--- src/rtl/mem_pkg.sv ---
// ============================================================================
// Module   : mem_pkg
// Purpose  : Shared widths and FSM state encoding for the memory access unit.
// Revision : 1.0 - initial release
// ============================================================================
`default_nettype none

package mem_pkg;

    localparam int c_DATA_W = 16;
    localparam int c_ADDR_W = 16;

    typedef enum logic [1:0] {
        IDLE = 2'd0,
        REQ  = 2'd1,
        DONE = 2'd2
    } state_t;

endpackage

`default_nettype wire

--- src/rtl/mem_timeout_counter.sv ---
// ============================================================================
// Module   : mem_timeout_counter
// Purpose  : Saturating wait counter; flags expiry on the last allowed cycle.
// Revision : 1.0 - initial release
// ============================================================================
`default_nettype none

module mem_timeout_counter #(
    parameter int TIMEOUT = 15
) (
    input  logic CLK,
    input  logic Reset_n,
    input  logic clear,
    input  logic enable,
    output logic expired
);

    localparam int                 c_CNT_W = $clog2(TIMEOUT + 1);
    localparam logic [c_CNT_W-1:0] c_LIMIT = c_CNT_W'(TIMEOUT - 1);
    localparam logic [c_CNT_W-1:0] c_MAX   = c_CNT_W'(TIMEOUT);

    logic [c_CNT_W-1:0] r_count;

    always_ff @(posedge CLK or negedge Reset_n) begin
        if (!Reset_n) begin
            r_count <= '0;
        end else if (clear) begin
            r_count <= '0;
        end else if (enable && (r_count != c_MAX)) begin
            r_count <= r_count + 1'b1;
        end
    end

    assign expired = (r_count >= c_LIMIT);

endmodule

`default_nettype wire

--- src/rtl/mem_access_unit.sv ---
// ============================================================================
// Module   : mem_access_unit
// Purpose  : Captures a read/write access and runs it on an ack-based bus,
//            latching read data into the MDR with a bounded wait.
// Revision : 1.0 - initial release
// ============================================================================
`default_nettype none

module mem_access_unit
    import mem_pkg::*;
#(
    parameter int DATA_W  = c_DATA_W,
    parameter int ADDR_W  = c_ADDR_W,
    parameter int TIMEOUT = 15
) (
    input  logic              CLK,
    input  logic              Reset_n,
    input  logic              start,
    input  logic              we,
    input  logic [ADDR_W-1:0] addr,
    input  logic [DATA_W-1:0] wdata,
    output logic              mem_req,
    output logic              mem_we,
    output logic [ADDR_W-1:0] mem_addr,
    output logic [DATA_W-1:0] mem_wdata,
    input  logic              mem_ack,
    input  logic [DATA_W-1:0] mem_rdata,
    output logic [DATA_W-1:0] mdr,
    output logic              busy,
    output logic              done,
    output logic              err
);

    state_t              r_state;
    state_t              w_state_nxt;
    logic                r_mem_req;
    logic                r_mem_we;
    logic [ADDR_W-1:0]   r_mem_addr;
    logic [DATA_W-1:0]   r_mem_wdata;
    logic [DATA_W-1:0]   r_mdr;
    logic                r_busy;
    logic                r_done;
    logic                r_err;

    logic                w_accept;
    logic                w_expired;
    logic                w_timeout;
    logic                w_finish;

    assign w_accept  = start && ((r_state == IDLE) || (r_state == DONE));
    assign w_timeout = (r_state == REQ) && !mem_ack && w_expired;
    // Ack takes priority over expiry when both land in the same cycle.
    assign w_finish  = (r_state == REQ) && (mem_ack || w_expired);

    mem_timeout_counter #(
        .TIMEOUT (TIMEOUT)
    ) u_timeout (
        .CLK     (CLK),
        .Reset_n (Reset_n),
        .clear   (w_accept),
        .enable  ((r_state == REQ) && !mem_ack),
        .expired (w_expired)
    );

    always_comb begin
        w_state_nxt = r_state;
        case (r_state)
            IDLE:    w_state_nxt = w_accept ? REQ : IDLE;
            REQ:     w_state_nxt = w_finish ? DONE : REQ;
            DONE:    w_state_nxt = w_accept ? REQ : IDLE;
            default: w_state_nxt = IDLE;
        endcase
    end

    always_ff @(posedge CLK or negedge Reset_n) begin
        if (!Reset_n) begin
            r_state     <= IDLE;
            r_mem_req   <= 1'b0;
            r_mem_we    <= 1'b0;
            r_mem_addr  <= '0;
            r_mem_wdata <= '0;
            r_mdr       <= '0;
            r_busy      <= 1'b0;
            r_done      <= 1'b0;
            r_err       <= 1'b0;
        end else begin
            r_state   <= w_state_nxt;
            r_mem_req <= (w_state_nxt == REQ);
            r_busy    <= (w_state_nxt == REQ);
            r_done    <= w_finish;
            r_err     <= w_timeout;
            if (w_accept) begin
                r_mem_we    <= we;
                r_mem_addr  <= addr;
                r_mem_wdata <= wdata;
            end
            if ((r_state == REQ) && mem_ack && !r_mem_we) begin
                r_mdr <= mem_rdata;
            end
        end
    end

    assign mem_req   = r_mem_req;
    assign mem_we    = r_mem_we;
    assign mem_addr  = r_mem_addr;
    assign mem_wdata = r_mem_wdata;
    assign mdr       = r_mdr;
    assign busy      = r_busy;
    assign done      = r_done;
    assign err       = r_err;

endmodule

`default_nettype wire
--- config.mk ---
export PLATFORM = sky130hd
export DESIGN_NAME = mem_access_unit
export DESIGN_NICKNAME = d
export VERILOG_FILES = /design/src/rtl/mem_pkg.sv /design/src/rtl/mem_timeout_counter.sv /design/src/rtl/mem_access_unit.sv
export SDC_FILE = /design/constraint.sdc
export NUM_CORES = 1
export LEC_CHECK = 0
export CORE_MARGIN = 1.5
export CORE_UTILIZATION = 40
export CTS_CLUSTER_SIZE = 28
export DETAILED_ROUTE_END_ITERATION = 6
export PLACE_DENSITY = 0.78
export SYNTH_ARGS = -nofsm -noshare
export SYNTH_HDL_FRONTEND = slang
export SYNTH_HIERARCHICAL = 1
export SYNTH_SLANG_ARGS = --single-unit
--- constraint.sdc ---
create_clock -name CLK -period 2.7 [get_ports CLK]
set_input_delay 0.54 -clock CLK [delete_from_list [all_inputs] [get_ports CLK]]
set_output_delay 0.54 -clock CLK [all_outputs]
set_load 0.05 [all_outputs]
==> results.json, run 1 <==
{
  "holdBufCountCts": 0,
  "critPathMaxFanout": 2,
  "worst_r2r_path_depth": 4,
  "p_leak_nw": 1.57,
  "grt_pass1_wl_um": 7990,
  "die_area_sq_um": 6320,
  "drt-total-wl_um": 5100,
  "hp-class": "in -> async",
  "postLayoutCellArea_sq_um": 3650,
  "ys.warnings.count": 6,
  "cts_tree": "done",
  "startpoint_type": "flop",
  "r2r_slack_ns": 1.12,
  "cts_buffers": 9,
  "ys_seq_area_share_pct": 62.0,
  "setup_violations": 0,
  "vias": 1605,
  "finalCritPeriodShare_pct": 77.1,
  "clock_latency_ns": 0.32,
  "status": "completed",
  "worstPathRequired_ns": 2.16,
  "cpMaxStageDelayCell": "clkdlybuf4s50_1",
  "switching_share_pct": 40.6,
  "p_switching_w": 0.00163,
  "ys_seq_elements": 58,
  "synth_top_cell_area_share_pct": 62.0,
  "dr.pass1.iters": 4,
  "end_kind": "output pin",
  "ys_types": 24,
  "grt_max_degree": 31,
  "criticalPathCategory": "reg -> out",
  "path_delay_family": "buffers and inverters",
  "fin_crit_ns": 2.08,
  "num_rows": 27,
  "grt_usage_pct": 17.0,
  "start_util_pct": 42.0,
  "relSlewSlack_pct": 64.0,
  "pre_cts_ws_ns": 0.658,
  "ant_nets": 0,
  "layout-drive-gt1-share_pct": 29.0,
  "rsz0062_at_grt": "no",
  "r2r_start": "r_state[0]",
  "dp_hpwl_um": 3710,
  "worst_pin_slew_ns": 0.539,
  "synth_cells": 144,
  "die_w_um": 79.5,
  "place.gp.congestion": 0.741,
  "drv_cap": 0,
  "cts_buffer_depth": 2,
  "timing.setup.tns_ns": 0,
  "root_buffer": "clkbuf_8",
  "n_antenna_cell": 0,
  "postPlaceCellArea_sq_um": 3450,
  "hold_viol": 0,
  "antenna_found_initial": 0,
  "cts_max_level": 3,
  "clk_pin_slew_ns": 0.06,
  "netlist_area_sq_um": 2340,
  "ir_drop_uv": 632,
  "gr-total-overflow": 0,
  "synth_nets": 199,
  "io_buffer_count": 105,
  "whs_ns": 0.0529,
  "layout_setup_ws_ns": 0.619,
  "route.detailed.drc": 0,
  "nets": 313,
  "cp_cell_sequence": "clkdlybuf4s50_1",
  "ios": 106,
  "crit_buf_inv": 1,
  "reg2reg_to": "u_timeout/r_count[1]",
  "die_h_um": 79.5,
  "clock-sinks": 58,
  "yosysTopAreaCell": "dfrtp_1",
  "p_total_w": 0.00401,
  "avgSynthCellArea_sq_um": 16.3,
  "p_clk_share_pct": 20.2,
  "core_sq_um": 5570,
  "worstSetupStartpoint": "busy",
  "p_int_w": 0.00238,
  "slew_viol_final": 0,
  "synthTopCellsByArea": "dfrtp_1 62%, mux2_2 19%, mux2_4 7.7%",
  "fmax_ghz": 0.481,
  "grt_pass1_vias": 1644,
  "area_delta_synth_final_pct": 55.8,
  "post_drt_wl_per_cell_um": 15.3,
  "combPwrFrac_pct": 47.9,
  "post_cts_buffers": 0,
  "vias_per_cell": 4.81,
  "pwr-share-seq_pct": 31.9,
  "worstPathArrival_ns": 1.54,
  "skew_ns": 0.00598,
  "max_stage_delay_ns": 0.85,
  "cellPowerDensity_nw_per_um2": 1100,
  "post_cts_resized": 0,
  "initialDrtViolationCount": 50
}
-- synth_stat cells --
cell and number:
a21oi_1 2, a31o_2 2, and3_4 1, and4b_1 1, and4bb_1 1, buf_12 1, buf_2 1, buf_4 1
buf_6 4, dfrtp_1 58, ha_1 2, inv_1 2, mux2_2 39, mux2_4 12, nand4_1 1, nor2_1 7
nor2b_1 2, nor2b_4 1, nor3_1 1, nor3b_1 1, o211a_1 1, o21ai_0 1, or2_0 1, or2b_1 1
-- placed cells by master (no fill, tap or decap), types with 2 or more instances in the layout --
master	instances
clkdlybuf4s50_1	104
buf_4	5
ha_1	2
nor2_1	7
nor2b_4	2
mux2_2	39
inv_1	2
dfrtp_1	58
a21oi_1	2
clkbuf_8	12
mux2_4	12
a31o_2	2
-- per-stage QoR --
step / util [%] / cells
2_1_floorplan: - / 144
3_3_place_gp: 61.8 / 319
3_5_place_dp: 61.8 / 319
4_1_cts: 65.5 / 334
5_1_grt: 65.5 / 334
6_report: 65.5 / 334
-- area by class of cell --
| type | count | area, sq um |
|---|---|---|
| Inverter | 2 | 7.51 |
| Sequential cell | 58 | 1450 |
| Clock buffer | 13 | 169 |
| Clock inverter | 2 | 35.0 |
| Fill cell | 429 | 1920 |
| Timing Repair Buffer | 110 | 1080 |
| Tap cell | 72 | 90.1 |
| Multi-Input combinational cell | 77 | 813 |
-- per-layer routing --
metal | up-vias | track usage, % | wire length [um] | share of wire (%)
li1 | 734 | - | - | -
met4 | 0 | 8.42 | 91 | 1.8
met3 | 9 | 6.51 | 573 | 11
met1 | 767 | 22.9 | 2370 | 46
met5 | - | 0 | 0 | 0
met2 | 95 | 23.6 | 2070 | 41
-- logic make-up after synthesis --
group           Yosys count  share of synthesized area, %
simple gates             18                          5.08
mux                      51                          26.4
flops                    58                          62.0
buf+inv                   9                          3.63
fa+ha+maj                 2                          1.07
compound gates            6                          1.82
-- registers in the layout, summed over array words and instances, names as in the netlist --
register	cells
r_state	2
done	1
mem_we	1
mem_addr	16
err	1
busy	1
mem_wdata	16
u_timeout/r_count	4
mdr	16
-- how the worst max path moves through the flow --
| stage | to | slack (ns) | cells past startpoint |
|---|---|---|---|
| 4_1_cts | mem_req | 0.61 | 1 |
| 3_5_place_dp | mdr[3] | 0.66 | 4 |
| 3_3_place_gp | mdr[3] | 0.69 | 4 |
| 2_1_floorplan | mdr[10] | 1.12 | 4 |
| 6_report | mem_req | 0.62 | 1 |
| 5_1_grt | mem_req | 0.57 | 1 |
-- power by group through the flow --
stage / combinational, W / sequential [W] / clock, W
4_1_cts: 0.00194 / 0.00128 / 0.000832
5_1_grt: 0.00199 / 0.00131 / 0.000873
2_1_floorplan: 0.000393 / 0.00215 / 0
3_3_place_gp: 0.00190 / 0.00128 / 0
6_report: 0.00192 / 0.00128 / 0.000808
3_5_place_dp: 0.00193 / 0.00129 / 0
(Power assumes the default switching activity.)
==> run 2, diff against run 1 <==
Clock period 2.7 ns to 2.14 ns, I/O delays scaled along.
==> results.json, run 2 (synthesis gave the netlist of run 1 again) <==
{
  "status": "completed",
  "worst_r2r_path_depth": 4,
  "nets": 313,
  "area_delta_synth_final_pct": 58.1,
  "wl_met3_um": 597,
  "criticalPathCategory": "reg -> out",
  "multiInputGateArea_sq_um": 813,
  "utilization_pct": 66.4,
  "setup_violations": 0,
  "die_h_um": 79.5,
  "holdBufCountCts": 0,
  "hold_viol": 0,
  "postPlaceCellArea_sq_um": 3470,
  "place_inst": 319,
  "clock-sinks": 58,
  "slew_viol_final": 0,
  "top_layer": "met4",
  "cts_max_level": 3,
  "startpoint_type": "flop",
  "ant_nets": 0,
  "clk_pin_slew_ns": 0.07,
  "seq_area_sq_um": 1450,
  "timing.setup.tns_ns": 0,
  "post_cts_resized": 0,
  "grt_max_degree": 34,
  "root_buffer": "clkbuf_8",
  "final_common_cell": "clkdlybuf4s50_1",
  "route.detailed.drc": 0,
  "post_cts_buffers": 0,
  "fmax_ghz": 0.512,
  "relSlewSlack_pct": 57.0,
  "cts_buffers": 9,
  "gr-total-overflow": 0,
  "grt_usage_pct": 17.1,
  "vias": 1595,
  "r2r_start": "r_state[0]",
  "post_drt_wl_per_cell_um": 15.3,
  "start_util_pct": 42.0,
  "vias_per_cell": 4.76,
  "r2r_slack_ns": 0.55,
  "rsz0062_at_grt": "no",
  "postLayoutCellArea_sq_um": 3700,
  "p_leak_nw": 1.59,
  "cp_cell_sequence": "clkdlybuf4s50_1",
  "num_rows": 27,
  "grt_pass1_vias": 1676,
  "drt-total-wl_um": 5130,
  "max_stage_delay_ns": 0.84,
  "wl_met2_um": 2150,
  "fin_crit_ns": 1.95,
  "cts_buffer_depth": 2,
  "end_kind": "output pin",
  "stdcell_count": 335,
  "cellPowerDensity_nw_per_um2": 1410,
  "worstPathRequired_ns": 1.71,
  "cpMaxStageDelayCell": "clkdlybuf4s50_1",
  "antenna_found_initial": 0,
  "final_cell_mix": "104 x clkdlybuf4s50_1, 58 x dfrtp_1, 39 x mux2_2",
  "n_antenna_cell": 0,
  "n_fill_cell": 407,
  "clock_latency_ns": 0.33,
  "worstPathArrival_ns": 1.53,
  "layout-drive-gt1-share_pct": 29.3,
  "reg2reg_to": "u_timeout/r_count[1]",
  "die_area_sq_um": 6320,
  "grt_pass1_wl_um": 8000,
  "drv_cap": 0,
  "initialDrtViolationCount": 43,
  "crit_buf_inv": 1,
  "finalCritPeriodShare_pct": 91.3,
  "critPathMaxFanout": 2,
  "ir_drop_uv": 869,
  "met1Wirelength_um": 2370,
  "cts_tree": "done",
  "core_sq_um": 5570,
  "place.gp.congestion": 0.702,
  "dr.pass1.iters": 3,
  "io_buffer_count": 105,
  "die_w_um": 79.5,
  "worst_pin_slew_ns": 0.646,
  "skew_ns": 0.00773,
  "hp-class": "in -> async",
  "path_delay_family": "buffers and inverters",
  "ios": 106,
  "dp_hpwl_um": 3730
}
-- run 2: layout make-up --
class	instances	share of cell area, %
flip-flops and latches	58	39.2
clock inverters	6	2.84
repair buffers	110	29.9
clock buffers	10	3.45
well taps	72	2.43
multi-input cells	77	22.0
inverters	2	0.203
-- run 2: report_power, final --
part | internal [W] | switching, W | total [W] | leakage (nW)
clock | 0.000768 | 0.000420 | 0.00119 | 0.120
combinational | 0.000964 | 0.00147 | 0.00243 | 0.778
sequential | 0.00143 | 0.000188 | 0.00161 | 0.695
-- run 2: through the flow --
stage | hold WS [ns] | total power [W] | setup WS, ns
6_report | 0.117 | 0.00523 | 0.186
2_1_floorplan | 0.132 | 0.00321 | 0.558
3_3_place_gp | 0.489 | 0.00403 | 0.305
5_1_grt | 0.155 | 0.00547 | 0.117
4_1_cts | 0.121 | 0.00529 | 0.167
3_5_place_dp | 0.491 | 0.00408 | 0.264
-- run 2: how the worst max path moves through the flow --
stage / depth (start not counted) / slack (ns) / start / to
floorplan: 4 / 0.56 / mem_we / mdr[10]
global placement: 4 / 0.30 / mem_ack / mdr[1]
detailed placement: 4 / 0.26 / mem_ack / mdr[0]
CTS: 1 / 0.17 / busy / mem_req
global route: 1 / 0.12 / busy / mem_req
finish: 1 / 0.19 / busy / mem_req
-- run 2: layer usage --
metal | track usage, % | up-vias
met5 | 0 | -
met3 | 8.46 | 2
li1 | - | 729
met4 | 6.32 | 0
met1 | 23.0 | 772
met2 | 23.5 | 92
==> run 3, diff against run 2 <==
Settings changed: RECOVER_POWER set to 25.
==> results.json, run 3 (synthesis gave the netlist of run 1 again) <==
{
  "postLayoutCellArea_sq_um": 3700,
  "final_common_cell": "clkdlybuf4s50_1",
  "nets": 313,
  "dr.pass1.iters": 3,
  "ios": 106,
  "crit_buf_inv": 1,
  "cts_buffer_depth": 2,
  "io_buffer_count": 105,
  "layout-drive-gt1-share_pct": 28.9,
  "initialDrtViolationCount": 42,
  "num_rows": 27,
  "skew_ns": 0.00783,
  "finalCritPeriodShare_pct": 91.4,
  "grt_pass1_vias": 1676,
  "post_cts_buffers": 0,
  "worstSetupStartpoint": "mem_we",
  "worstPathArrival_ns": 1.53,
  "die_h_um": 79.5,
  "criticalPathCategory": "reg -> out",
  "utilization_pct": 66.3,
  "cp_cell_sequence": "clkdlybuf4s50_1",
  "grt_pass1_wl_um": 8000,
  "root_buffer": "clkbuf_8",
  "hp-class": "in -> async",
  "drv_cap": 1,
  "cellPowerDensity_nw_per_um2": 1420,
  "fin_crit_ns": 1.96,
  "ant_nets": 0,
  "gr-total-overflow": 0,
  "r2r_start": "r_state[0]",
  "place.gp.congestion": 0.702,
  "vias_per_cell": 4.74,
  "core_sq_um": 5570,
  "path_delay_family": "buffers and inverters",
  "slew_viol_final": 31,
  "p_leak_nw": 1.59,
  "start_util_pct": 42.0,
  "cts_max_level": 3,
  "stdcell_count": 335,
  "cpMaxStageDelayCell": "clkdlybuf4s50_1",
  "cts_buffers": 9,
  "hold_viol": 0,
  "ir_drop_uv": 869,
  "drt-total-wl_um": 5130,
  "timing.setup.tns_ns": 0,
  "setup_violations": 0,
  "worst_pin_slew_ns": 1.54,
  "dp_hpwl_um": 3730,
  "clock_latency_ns": 0.33,
  "area_delta_synth_final_pct": 57.9,
  "end_kind": "output pin",
  "status": "finished, violations left",
  "antenna_found_initial": 0,
  "post_cts_resized": 0,
  "die_w_um": 79.5,
  "violations": "max-capacitance violations, max-slew violations",
  "cts_tree": "done",
  "grt_usage_pct": 17.1,
  "grt_max_degree": 34,
  "clock-sinks": 58,
  "die_area_sq_um": 6320,
  "postPlaceCellArea_sq_um": 3470,
  "n_antenna_cell": 0,
  "max_stage_delay_ns": 0.83,
  "final_cell_mix": "104 x clkdlybuf4s50_1, 58 x dfrtp_1, 39 x mux2_2",
  "relSlewSlack_pct": -2.78,
  "critPathMaxFanout": 3,
  "startpoint_type": "flop",
  "fmax_ghz": 0.511,
  "rsz0062_at_grt": "no",
  "vias": 1588,
  "post_drt_wl_per_cell_um": 15.3,
  "place_inst": 319,
  "route.detailed.drc": 0,
  "holdBufCountCts": 0,
  "worstPathRequired_ns": 1.71,
  "clk_pin_slew_ns": 0.07
}
-- run 3: per-stage QoR --
| stage | worst slack [ns] | hold slack [ns] | power, W |
|---|---|---|---|
| finish | 0.184 | 0.464 | 0.00523 |
| global route | 0.117 | 0.522 | 0.00547 |
| CTS | 0.167 | 0.121 | 0.00529 |
| detailed placement | 0.264 | 0.491 | 0.00408 |
| global placement | 0.305 | 0.489 | 0.00403 |
| floorplan | 0.558 | 0.132 | 0.00321 |
-- run 3: report_power, final --
group,switching (W),internal (W),leakage (nW)
clock,0.000419,0.000768,0.120
sequential,0.000188,0.00143,0.695
combinational,0.00147,0.000962,0.774
total,0.00208,0.00316,1.59
-- run 3: routing by layer --
| metal | share of wire (%) | global-route usage (%) | wire length (um) | vias up |
|---|---|---|---|---|
| met3 | 11 | 8.46 | 587 | 2 |
| met4 | 0.23 | 6.32 | 12 | 0 |
| met5 | 0 | 0 | 0 | - |
| met1 | 47 | 23.0 | 2390 | 765 |
| li1 | - | - | - | 729 |
| met2 | 42 | 23.5 | 2140 | 92 |
-- run 3: cell type report --
cell class | instances | area, sq um
clock buffers | 10 | 128
clock inverters | 6 | 105
fillers | 407 | 1880
inverters | 2 | 7.51
multi-input cells | 77 | 813
flip-flops and latches | 58 | 1450
well taps | 72 | 90.1
repair buffers | 110 | 1100
-- run 3: final timing paths --
| path | endpoint | slack, ns | cells past startpoint |
|---|---|---|---|
| worst min register to register | mem_addr[4] | 0.51 | 1 |
| worst min-delay path | mem_addr[11] | 0.46 | 1 |
| max in group asynchronous | err | 0.53 | 2 |
| worst max-delay path | mem_we | 0.18 | 1 |
| min in group CLK | mem_addr[4] | 0.51 | 1 |
| worst max register to register | u_timeout/r_count[1] | 0.55 | 4 |
-- run 3: worst reg2reg max path: stages (launching register included) --
cell and delay (ns):
dfrtp_1 0.44, or2b_1 0.30, nor2_1 0.21, nor2b_4 0.22, mux2_4 0.30
